### src/rtl/branch_predictor_pkg.sv
// Shared types for the branch predictor: 2-bit saturating counter encoding
// and a helper that extracts the taken/not-taken decision from a counter.
package bp_pkg;

    typedef enum logic [1:0] {
        SNT = 2'b00,
        WNT = 2'b01,
        WT  = 2'b10,
        ST  = 2'b11
    } ctr_t;

    function automatic logic ctr_taken(input ctr_t c);
        return c[1];
    endfunction

endpackage

### src/rtl/branch_predictor_if.sv
// Fetch-lookup and EX-resolve signals of the branch predictor.
// master = pipeline side, slave = predictor side.
interface branch_predictor_if #(
    parameter int WIDTH   = 32,
    parameter int ENTRIES = 64
);
    localparam int IDX_W = $clog2(ENTRIES);

    logic             if_is_branch;
    logic [WIDTH-1:0] if_pc;
    logic [WIDTH-1:0] if_imm;
    logic             pred_taken;
    logic [WIDTH-1:0] pred_target;
    logic [IDX_W-1:0] pred_idx;

    logic             ex_valid;
    logic [WIDTH-1:0] ex_pc;
    logic [WIDTH-1:0] ex_target;
    logic [IDX_W-1:0] ex_idx;
    logic             ex_pred_taken;
    logic             ex_compare_result;
    logic             redirect;
    logic [WIDTH-1:0] redirect_pc;

    modport master (
        output if_pc, if_is_branch, if_imm,
        output ex_valid, ex_pc, ex_target, ex_idx, ex_pred_taken, ex_compare_result,
        input  pred_taken, pred_target, pred_idx, redirect, redirect_pc
    );

    modport slave (
        input  if_pc, if_is_branch, if_imm,
        input  ex_valid, ex_pc, ex_target, ex_idx, ex_pred_taken, ex_compare_result,
        output pred_taken, pred_target, pred_idx, redirect, redirect_pc
    );

endinterface

### src/rtl/branch_predictor_sat_counter.sv
// Next-state of one 2-bit saturating counter given the resolved outcome.
module bp_sat_counter
    import bp_pkg::*;
(
    input  ctr_t cur,
    input  logic taken,
    output ctr_t nxt
);

    always_comb begin
        nxt = cur;
        if (taken)
            nxt = (cur == ST) ? ST : ctr_t'(cur + 2'd1);
        else
            nxt = (cur == SNT) ? SNT : ctr_t'(cur - 2'd1);
    end

endmodule

### src/rtl/branch_predictor.sv
// Bimodal 2-bit-counter branch predictor with registered mispredict redirect.
// Define BP_GSHARE_EN to XOR a global history register into the table index.
module branch_predictor
    import bp_pkg::*;
#(
    parameter int WIDTH   = 32,
    parameter int ENTRIES = 64
) (
    input  logic               clk,
    input  logic               rst,
    branch_predictor_if.slave  bp
);

    localparam int IDX_W = $clog2(ENTRIES);

    ctr_t             cnt_q [ENTRIES];
    logic             redirect_q;
    logic [WIDTH-1:0] redirect_pc_q;

    logic [IDX_W-1:0] pc_idx;
    logic [IDX_W-1:0] lk_idx;
    logic             accept;
    logic             mispredict;
    ctr_t             ctr_nxt;

    assign pc_idx = bp.if_pc[IDX_W+1:2];

`ifdef BP_GSHARE_EN
    logic [IDX_W-1:0] ghr_q;
    assign lk_idx = pc_idx ^ ghr_q;
`else
    assign lk_idx = pc_idx;
`endif

    // Lookup reads the registered table, so a same-cycle update is not visible yet.
    assign bp.pred_idx    = lk_idx;
    assign bp.pred_taken  = bp.if_is_branch & ctr_taken(cnt_q[lk_idx]);
    assign bp.pred_target = bp.if_pc + bp.if_imm;

    // A resolve arriving during the redirect cycle is wrong-path and dropped.
    assign accept     = bp.ex_valid & ~redirect_q;
    assign mispredict = accept & (bp.ex_compare_result != bp.ex_pred_taken);

    bp_sat_counter u_ctr (
        .cur   (cnt_q[bp.ex_idx]),
        .taken (bp.ex_compare_result),
        .nxt   (ctr_nxt)
    );

    always_ff @(posedge clk) begin
        if (rst) begin
            for (int i = 0; i < ENTRIES; i++)
                cnt_q[i] <= WNT;
            redirect_q    <= 1'b0;
            redirect_pc_q <= '0;
`ifdef BP_GSHARE_EN
            ghr_q         <= '0;
`endif
        end else begin
            redirect_q <= mispredict;
            if (mispredict)
                redirect_pc_q <= bp.ex_compare_result ? bp.ex_target
                                                      : bp.ex_pc + WIDTH'(4);
            if (accept) begin
                cnt_q[bp.ex_idx] <= ctr_nxt;
`ifdef BP_GSHARE_EN
                ghr_q <= {ghr_q[IDX_W-2:0], bp.ex_compare_result};
`endif
            end
        end
    end

    assign bp.redirect    = redirect_q;
    assign bp.redirect_pc = redirect_pc_q;

endmodule

### src/flat_wrapper.sv
// flat-port wrapper written by rule: the top's interface ports become plain ports
module branch_predictor_flat import bp_pkg::*;
#(
    parameter int WIDTH   = 32,
    parameter int ENTRIES = 64
)
  (clk, rst, bp_if_pc, bp_if_is_branch, bp_if_imm, bp_ex_valid, bp_ex_pc, bp_ex_target, bp_ex_idx, bp_ex_pred_taken, bp_ex_compare_result, bp_pred_taken, bp_pred_target, bp_pred_idx, bp_redirect, bp_redirect_pc);
  branch_predictor_if #(.WIDTH(WIDTH), .ENTRIES(ENTRIES)) bp_i ();
  input  logic clk;
  input  logic rst;
  input wire logic [$bits(bp_i.if_pc)-1:0] bp_if_pc;
  input wire logic [$bits(bp_i.if_is_branch)-1:0] bp_if_is_branch;
  input wire logic [$bits(bp_i.if_imm)-1:0] bp_if_imm;
  input wire logic [$bits(bp_i.ex_valid)-1:0] bp_ex_valid;
  input wire logic [$bits(bp_i.ex_pc)-1:0] bp_ex_pc;
  input wire logic [$bits(bp_i.ex_target)-1:0] bp_ex_target;
  input wire logic [$bits(bp_i.ex_idx)-1:0] bp_ex_idx;
  input wire logic [$bits(bp_i.ex_pred_taken)-1:0] bp_ex_pred_taken;
  input wire logic [$bits(bp_i.ex_compare_result)-1:0] bp_ex_compare_result;
  output wire logic [$bits(bp_i.pred_taken)-1:0] bp_pred_taken;
  output wire logic [$bits(bp_i.pred_target)-1:0] bp_pred_target;
  output wire logic [$bits(bp_i.pred_idx)-1:0] bp_pred_idx;
  output wire logic [$bits(bp_i.redirect)-1:0] bp_redirect;
  output wire logic [$bits(bp_i.redirect_pc)-1:0] bp_redirect_pc;
  assign bp_i.if_pc = bp_if_pc;
  assign bp_i.if_is_branch = bp_if_is_branch;
  assign bp_i.if_imm = bp_if_imm;
  assign bp_i.ex_valid = bp_ex_valid;
  assign bp_i.ex_pc = bp_ex_pc;
  assign bp_i.ex_target = bp_ex_target;
  assign bp_i.ex_idx = bp_ex_idx;
  assign bp_i.ex_pred_taken = bp_ex_pred_taken;
  assign bp_i.ex_compare_result = bp_ex_compare_result;
  assign bp_pred_taken = bp_i.pred_taken;
  assign bp_pred_target = bp_i.pred_target;
  assign bp_pred_idx = bp_i.pred_idx;
  assign bp_redirect = bp_i.redirect;
  assign bp_redirect_pc = bp_i.redirect_pc;
  branch_predictor #(.WIDTH(WIDTH), .ENTRIES(ENTRIES)) u_core (.clk(clk), .rst(rst), .bp(bp_i));
endmodule
### config.mk
export PLATFORM = sky130hd
export DESIGN_NAME = branch_predictor_flat
export DESIGN_NICKNAME = d
export VERILOG_FILES = /design/src/rtl/branch_predictor_pkg.sv /design/src/rtl/branch_predictor_if.sv /design/src/rtl/branch_predictor_sat_counter.sv /design/src/rtl/branch_predictor.sv /design/src/flat_wrapper.sv
export SDC_FILE = /design/constraint.sdc
export NUM_CORES = 1
export LEC_CHECK = 0
export ABC_AREA = 1
export CAP_MARGIN = 5
export CELL_PAD_IN_SITES_DETAIL_PLACEMENT = 1
export CELL_PAD_IN_SITES_GLOBAL_PLACEMENT = 2
export CORE_MARGIN = 8
export CORE_UTILIZATION = 29
export DETAILED_ROUTE_END_ITERATION = 6
export GPL_TIMING_DRIVEN = 0
export PLACE_DENSITY = 0.85
export SLEW_MARGIN = 20
export SYNTH_ARGS = -nofsm -noshare
export SYNTH_HDL_FRONTEND = slang
export SYNTH_HIERARCHICAL = 1
export SYNTH_SLANG_ARGS = --single-unit
### constraint.sdc
create_clock -name clk -period 3.2 [get_ports clk]
set_clock_uncertainty 0.1 [all_clocks]
set_input_delay 0.64 -clock clk [delete_from_list [all_inputs] [get_ports clk]]
set_output_delay 0.64 -clock clk [all_outputs]
set_load 0.01 [all_outputs]
## Word-level counts from Yosys, hierarchy flattened

Memory sizes are Yosys's and may differ from the RTL's.
Cells that the tools add are included.
W data, S select, Z words.

| cells by class | value |
|---|---|
| add/sub/neg operators | 4 |
| eq/ne operators | 2 |
| muxes and demuxes | 12 |
| bitwise gates (word level) | 4 |
| reductions and logical operators | 2 |

Operator list:

| operator | number |
|---|---|
| $add A32 B3 Y32 const B | 1 |
| $add A32 B32 Y32 | 1 |
| $mux W32 | 1 |
| $mux W2 | 4 |
| $mux W1 | 6 |
| $mux W6 | 1 |
| $and A1 B1 Y1 | 3 |
| $add A2 B1 Y2 const B | 1 |
| $eq A2 B2 Y1 const B | 1 |
| $logic_not A2 Y1 | 1 |
| $reduce_or A2 Y1 | 1 |
| $sub A2 B1 Y2 const B | 1 |
| $ne A1 B1 Y1 | 1 |
| $not A1 Y1 | 1 |

| storage, ports and cells | value |
|---|---|
| register bits | 33 |
| bits in writable memories | 128 |
| input port bits | 140 |
| output and inout bits | 72 |
| logic and storage cells | 27 |
| memories kept | 1 |

Memory list:

| memory | words | width | rd ports | clocked after Yosys merged registers in | wr ports | RTL line | RTL |
|---|---|---|---|---|---|---|---|
| u_core.cnt_q | 64 | 2 | 2 | 0 | 64 | branch_predictor.sv:16 | `ctr_t cnt_q [ENTRIES];` |

## Logic depth before layout (Yosys ltp)

| logic depth | value |
|---|---|
| depth after elaboration | 7 |
| mapped depth | 19 |
| mapped depth without buffers | 16 |

## Cells and area by module

Netlist, hierarchy kept.

By module, submodules not included:

| module | times used | cells an instance | area an instance (um2) | sequential area each (um2) |
|---|---|---|---|---|
| branch_predictor | 1 | 1591 | 11015.6 | 4504.3 |
| bp_sat_counter | 1 | 6 | 25.0 | 0.0 |

## Worst setup path after synthesis

OpenSTA, ideal clock, no wires.

| timing path | value |
|---|---|
| path kind | input port to flip-flop |
| start | input port bp_ex_idx[1] |
| end | memory u_core/cnt_q[43][0] (netlist name) (data pin) |
| setup time | 0.276 ns |
| arrival time | 2.434 ns |
| data required time | 2.824 ns |
| setup slack | 0.390 ns |
| cell stages on the path | 18 |
| path buffers | 3 |
| cell sequence | buf_4 -> inv_1 -> nand3_1 -> inv_1 -> buf_4 -> nand2_1 -> nand2_1 -> a21oi_1 -> nand3_1 -> nand2_1 -> nand2_1 -> nor2_1 -> nand2_1 -> o21ai_1 -> nand2_1 -> inv_2 -> clkbuf_1 -> nand3_1 |

RTL lines:

| what | RTL line | RTL |
|---|---|---|
| from (decl) | flat_wrapper.sv:17 | `input wire logic [$bits(bp_i.ex_idx)-1:0] bp_ex_idx;` |
| to (decl) | branch_predictor.sv:16 |  |

## Worst setup path in the final report

| timing path | value |
|---|---|
| start | input port bp_if_imm[20] |
| end | output port bp_pred_target[29] |

| on the way | value |
|---|---|
| word-level cells in the longest chain between the ends | 1 |

Ends and longest elaborated chain:

| what | RTL line | RTL |
|---|---|---|
| from (decl) | flat_wrapper.sv:13 | `input wire logic [$bits(bp_i.if_imm)-1:0] bp_if_imm;` |
| $add A32 B32 Y32 | branch_predictor.sv:38 | `assign bp.pred_target = bp.if_pc + bp.if_imm;` |
| to (decl) | flat_wrapper.sv:21 | `output wire logic [$bits(bp_i.pred_target)-1:0] bp_pred_target;` |

Every way passes these cells.

==> impl_metrics.yaml <==
run_status:
  status: "finished with violations"
  violations: "negative setup slack"
floorplan:
  row_count: 71
  dieArea_um2: 44600
  start_util_pct: 29.4
  num_io_pins: 212
  die_h_um: 211
  die_w_um: 211
  coreArea_um2: 37600
power_and_ir_drop:
  p_switching_mw: 2.25
  p_int_mw: 4.19
  combPwrFrac_pct: 31.2
  p_per_area_nw_per_um2: 397
  total_power_mw: 6.44
  swShare_pct: 34.9
  p_leak_nw: 6.49
  power.clock.fraction_pct: 32.3
  seq_power_share_pct: 36.5
  ir_drop_mv: 0.327
clocking:
  clockBufferDepth: 2
  numCtsBuffers: 17
  cts_tree: "done"
  clk_pin_slew_ps: 70
  cts_root_buffer: "clkbuf_16"
  numClockSinks: 161
  worstSkewPairLatency_ps: 450
  htreeDepth: 4
placed_design:
  portBuffers: 209
  gp_congestion: 0.887
  hpwl_mm: 37.5
  placed_area_um2: 13800
global_route:
  antenna_found_initial: 3
  grt_max_degree: 19
  grt_pass1_wl_mm: 76.4
  overflow: 0
  grt_use_total_pct: 22.3
  grt_pass1_vias: 13074
hold_path:
  hold_depth: 2
  min_to: "u_core/bp.redirect_pc[19]"
  min_from: "u_core/bp.redirect_pc[19]"
  hold_path.class: "flop to flop"
setup_path:
  cp-end-kind: "output port"
  reg2reg_setup_slack_ps: 780
  rr_endpoint: "u_core/cnt_q[63][1]"
  slowest_stage: "clkdlybuf4s50_1"
  timing.rr.start: "u_core/cnt_q[15][1]"
  start_kind: "input pin"
  critPathMaxFanout: 4
  max_stage_delay_ps: 500
  r2r_cells: 13
  critPathRequiredTime_ps: 2460
  path_class: "input pin to output port"
  cp.arrival_ps: 2490
  crit_chain: "clkdlybuf4s50_1 > ha_4 > a21oi_4 > o21ai_2 > a21oi_2 > nor2_1 > nor2_2 > nand2_1 > nand2_1 > nand2_1 > buf_6"
  crit_top_cell: "nand2_1"
timing:
  hold_viol_final: 0
  rsz0062_at_grt: "yes"
  setup_viol: 3
  max_slew_margin_pct: 36.9
  min_period_over_period_pct: 101
  worst_pin_slew_ps: 947
  min_period_ps: 3230
  fmax_mhz: 309
  finalMaxSlewViolations: 0
  setup_slack_ps: -34.0
finish:
  drive_gt1_share_pct: 18.8
  areaGrowthSynthToFinish_pct: 46.9
  final_core_util_pct: 43.2
  design_area_um2: 16200
  fillers: 4595
  final_common_cell: "nand2_1"
  regArea_um2: 4500
  layout_common_cells: "nand2_1 (515), nor2_1 (204), inv_1 (134)"
  multi_input_area_um2: 6870
  nets: 2059
routing:
  met1Wirelength_mm: 21.5
  drt_iter0_drc: 798
  wl_met3_mm: 4.01
  ant_nets: 0
  route.vias.total: 12501
  route.detailed.drc: 0
  via_per_inst: 5.18
  dr.pass1.iters: 6
  highest_layer: "met4"
  wl_mm: 52.1
  post_drt_wl_per_cell_um: 21.6
  met2WireLength_mm: 25.1
logic_synthesis:
  yosys_warnings: 6
  synth-edff-count: 128
  ys_async_sr_fraction_pct: 0
  synth_area_per_cell_um2: 6.91
  synth_area_um2: 11000
  ys_seq_area_share_pct: 40.8
  ys_ff_latch: 161
  ys.flop_type: "edfxtp_1"
  synth_nets: 1770
  synthDistinctLibCells: 37
  netlist_instances: 1597
job:
  maxCapViolCount: 0
metrics by stage:
stage                     setup slack [ps]  hold WS (ps)  std cells  setup TNS [ps]
after CTS                             -155           369       2379            -223
after global routing                  -129           394       2411            -565
after detailed placement             -1540           358       2317         -198140
final                                -34.0           366       2413           -81.5
after floorplan                        390           388       1597               0
after global placement               -1470           355       2317         -194160
power groups by stage:
stage | clock network [mW] | logic [mW] | registers [mW]
after floorplan | 0 | 0.756 | 2.40
after global placement | 0 | 1.57 | 2.39
after detailed placement | 0 | 1.59 | 2.40
after CTS | 2.12 | 1.84 | 2.35
after global routing | 2.21 | 2.15 | 2.36
final | 2.08 | 2.01 | 2.35
cells by family after synthesis:
kind of cell               Yosys count  synth area share (%)
AOI/OAI and AO/OA                  184                  8.79
xor gates and xnor gates            32                  2.54
adders and majority gates           33                  3.81
buffers and inverters              214                  7.96
DFF                                161                  40.8
and+or+nand+nor                    973                  36.1
worst max path at each step:
stage                  startpoint                   to  slack (ps)  depth (start not counted)
floorplan            bp_ex_idx[1]  u_core/cnt_q[43][0]         390                         18
global placement     bp_ex_idx[2]   u_core/cnt_q[2][0]       -1470                         17
detailed placement   bp_ex_idx[2]   u_core/cnt_q[2][0]       -1540                         17
CTS                  bp_if_pc[29]   bp_pred_target[30]        -160                         11
global route        bp_if_imm[20]   bp_pred_target[29]        -130                         11
finish              bp_if_imm[20]   bp_pred_target[29]         -30                         11
repair_timing:
item                       CTS  global route
gates resized for setup    380           135
pin swaps                   38            57
setup buffers               30            31
hold buffers                 0             0
hold endpoints to repair     0             0
setup endpoints to repair  158           151
layout make-up:
cell class                      instances  share of cell area (%)
Buffer                                 65                    3.26
Timing Repair Buffer                  270                    15.4
Tap cell                              511                    3.94
Inverter                              149                    3.62
Clock buffer                           17                    2.62
Multi-Input combinational cell       1222                    42.3
Clock inverter                         15                    1.03
Antenna cell                            3                  0.0463
Sequential cell                       161                    27.8
worst max-delay path: cells and delay by family:
| kind | cells | cell delay [ps] |
|---|---|---|
| and+or+nand+nor | 5 | 480 |
| adders and majority gates | 1 | 250 |
| buffers and inverters | 2 | 640 |
| AOI/OAI and AO/OA | 3 | 470 |
sequential cells by signal, summed over array words and instances, names as in the netlist:
signal and cells:
u_core/cnt_q 128, u_core/bp.redirect_pc 32, u_core/bp.redirect 1
synth_stat cells, types with 3 or more instances:
| cell | n | area share [%] |
|---|---|---|
| xor2_1 | 24 | 1.9 |
| o21ai_0 | 56 | 2.5 |
| edfxtp_1 | 128 | 35 |
| nand4_1 | 24 | 1.4 |
| nand3b_1 | 12 | 0.82 |
| a22oi_1 | 7 | 0.48 |
| dfxtp_1 | 33 | 6.0 |
| nor2_1 | 225 | 7.6 |
| nand3_1 | 124 | 5.6 |
| nand2_1 | 555 | 19 |
| buf_4 | 11 | 0.75 |
| or2_2 | 4 | 0.23 |
| inv_1 | 146 | 5.0 |
| inv_2 | 3 | 0.10 |
| nor4_1 | 3 | 0.17 |
| buf_2 | 19 | 0.86 |
| clkbuf_1 | 34 | 1.2 |
| nor3_1 | 20 | 0.91 |
| ha_1 | 32 | 3.6 |
| a21o_1 | 3 | 0.20 |
| xnor2_1 | 8 | 0.63 |
| a31oi_1 | 3 | 0.17 |
| a21oi_1 | 104 | 4.7 |
routing by layer:
layer	vias to the layer above	GRT usage, %
met1	6124	27.6
met4	0	6.81
li1	5801	-
met5	-	0
met3	94	5.42
met2	482	37.8
Power figures use the tool's default switching activity.
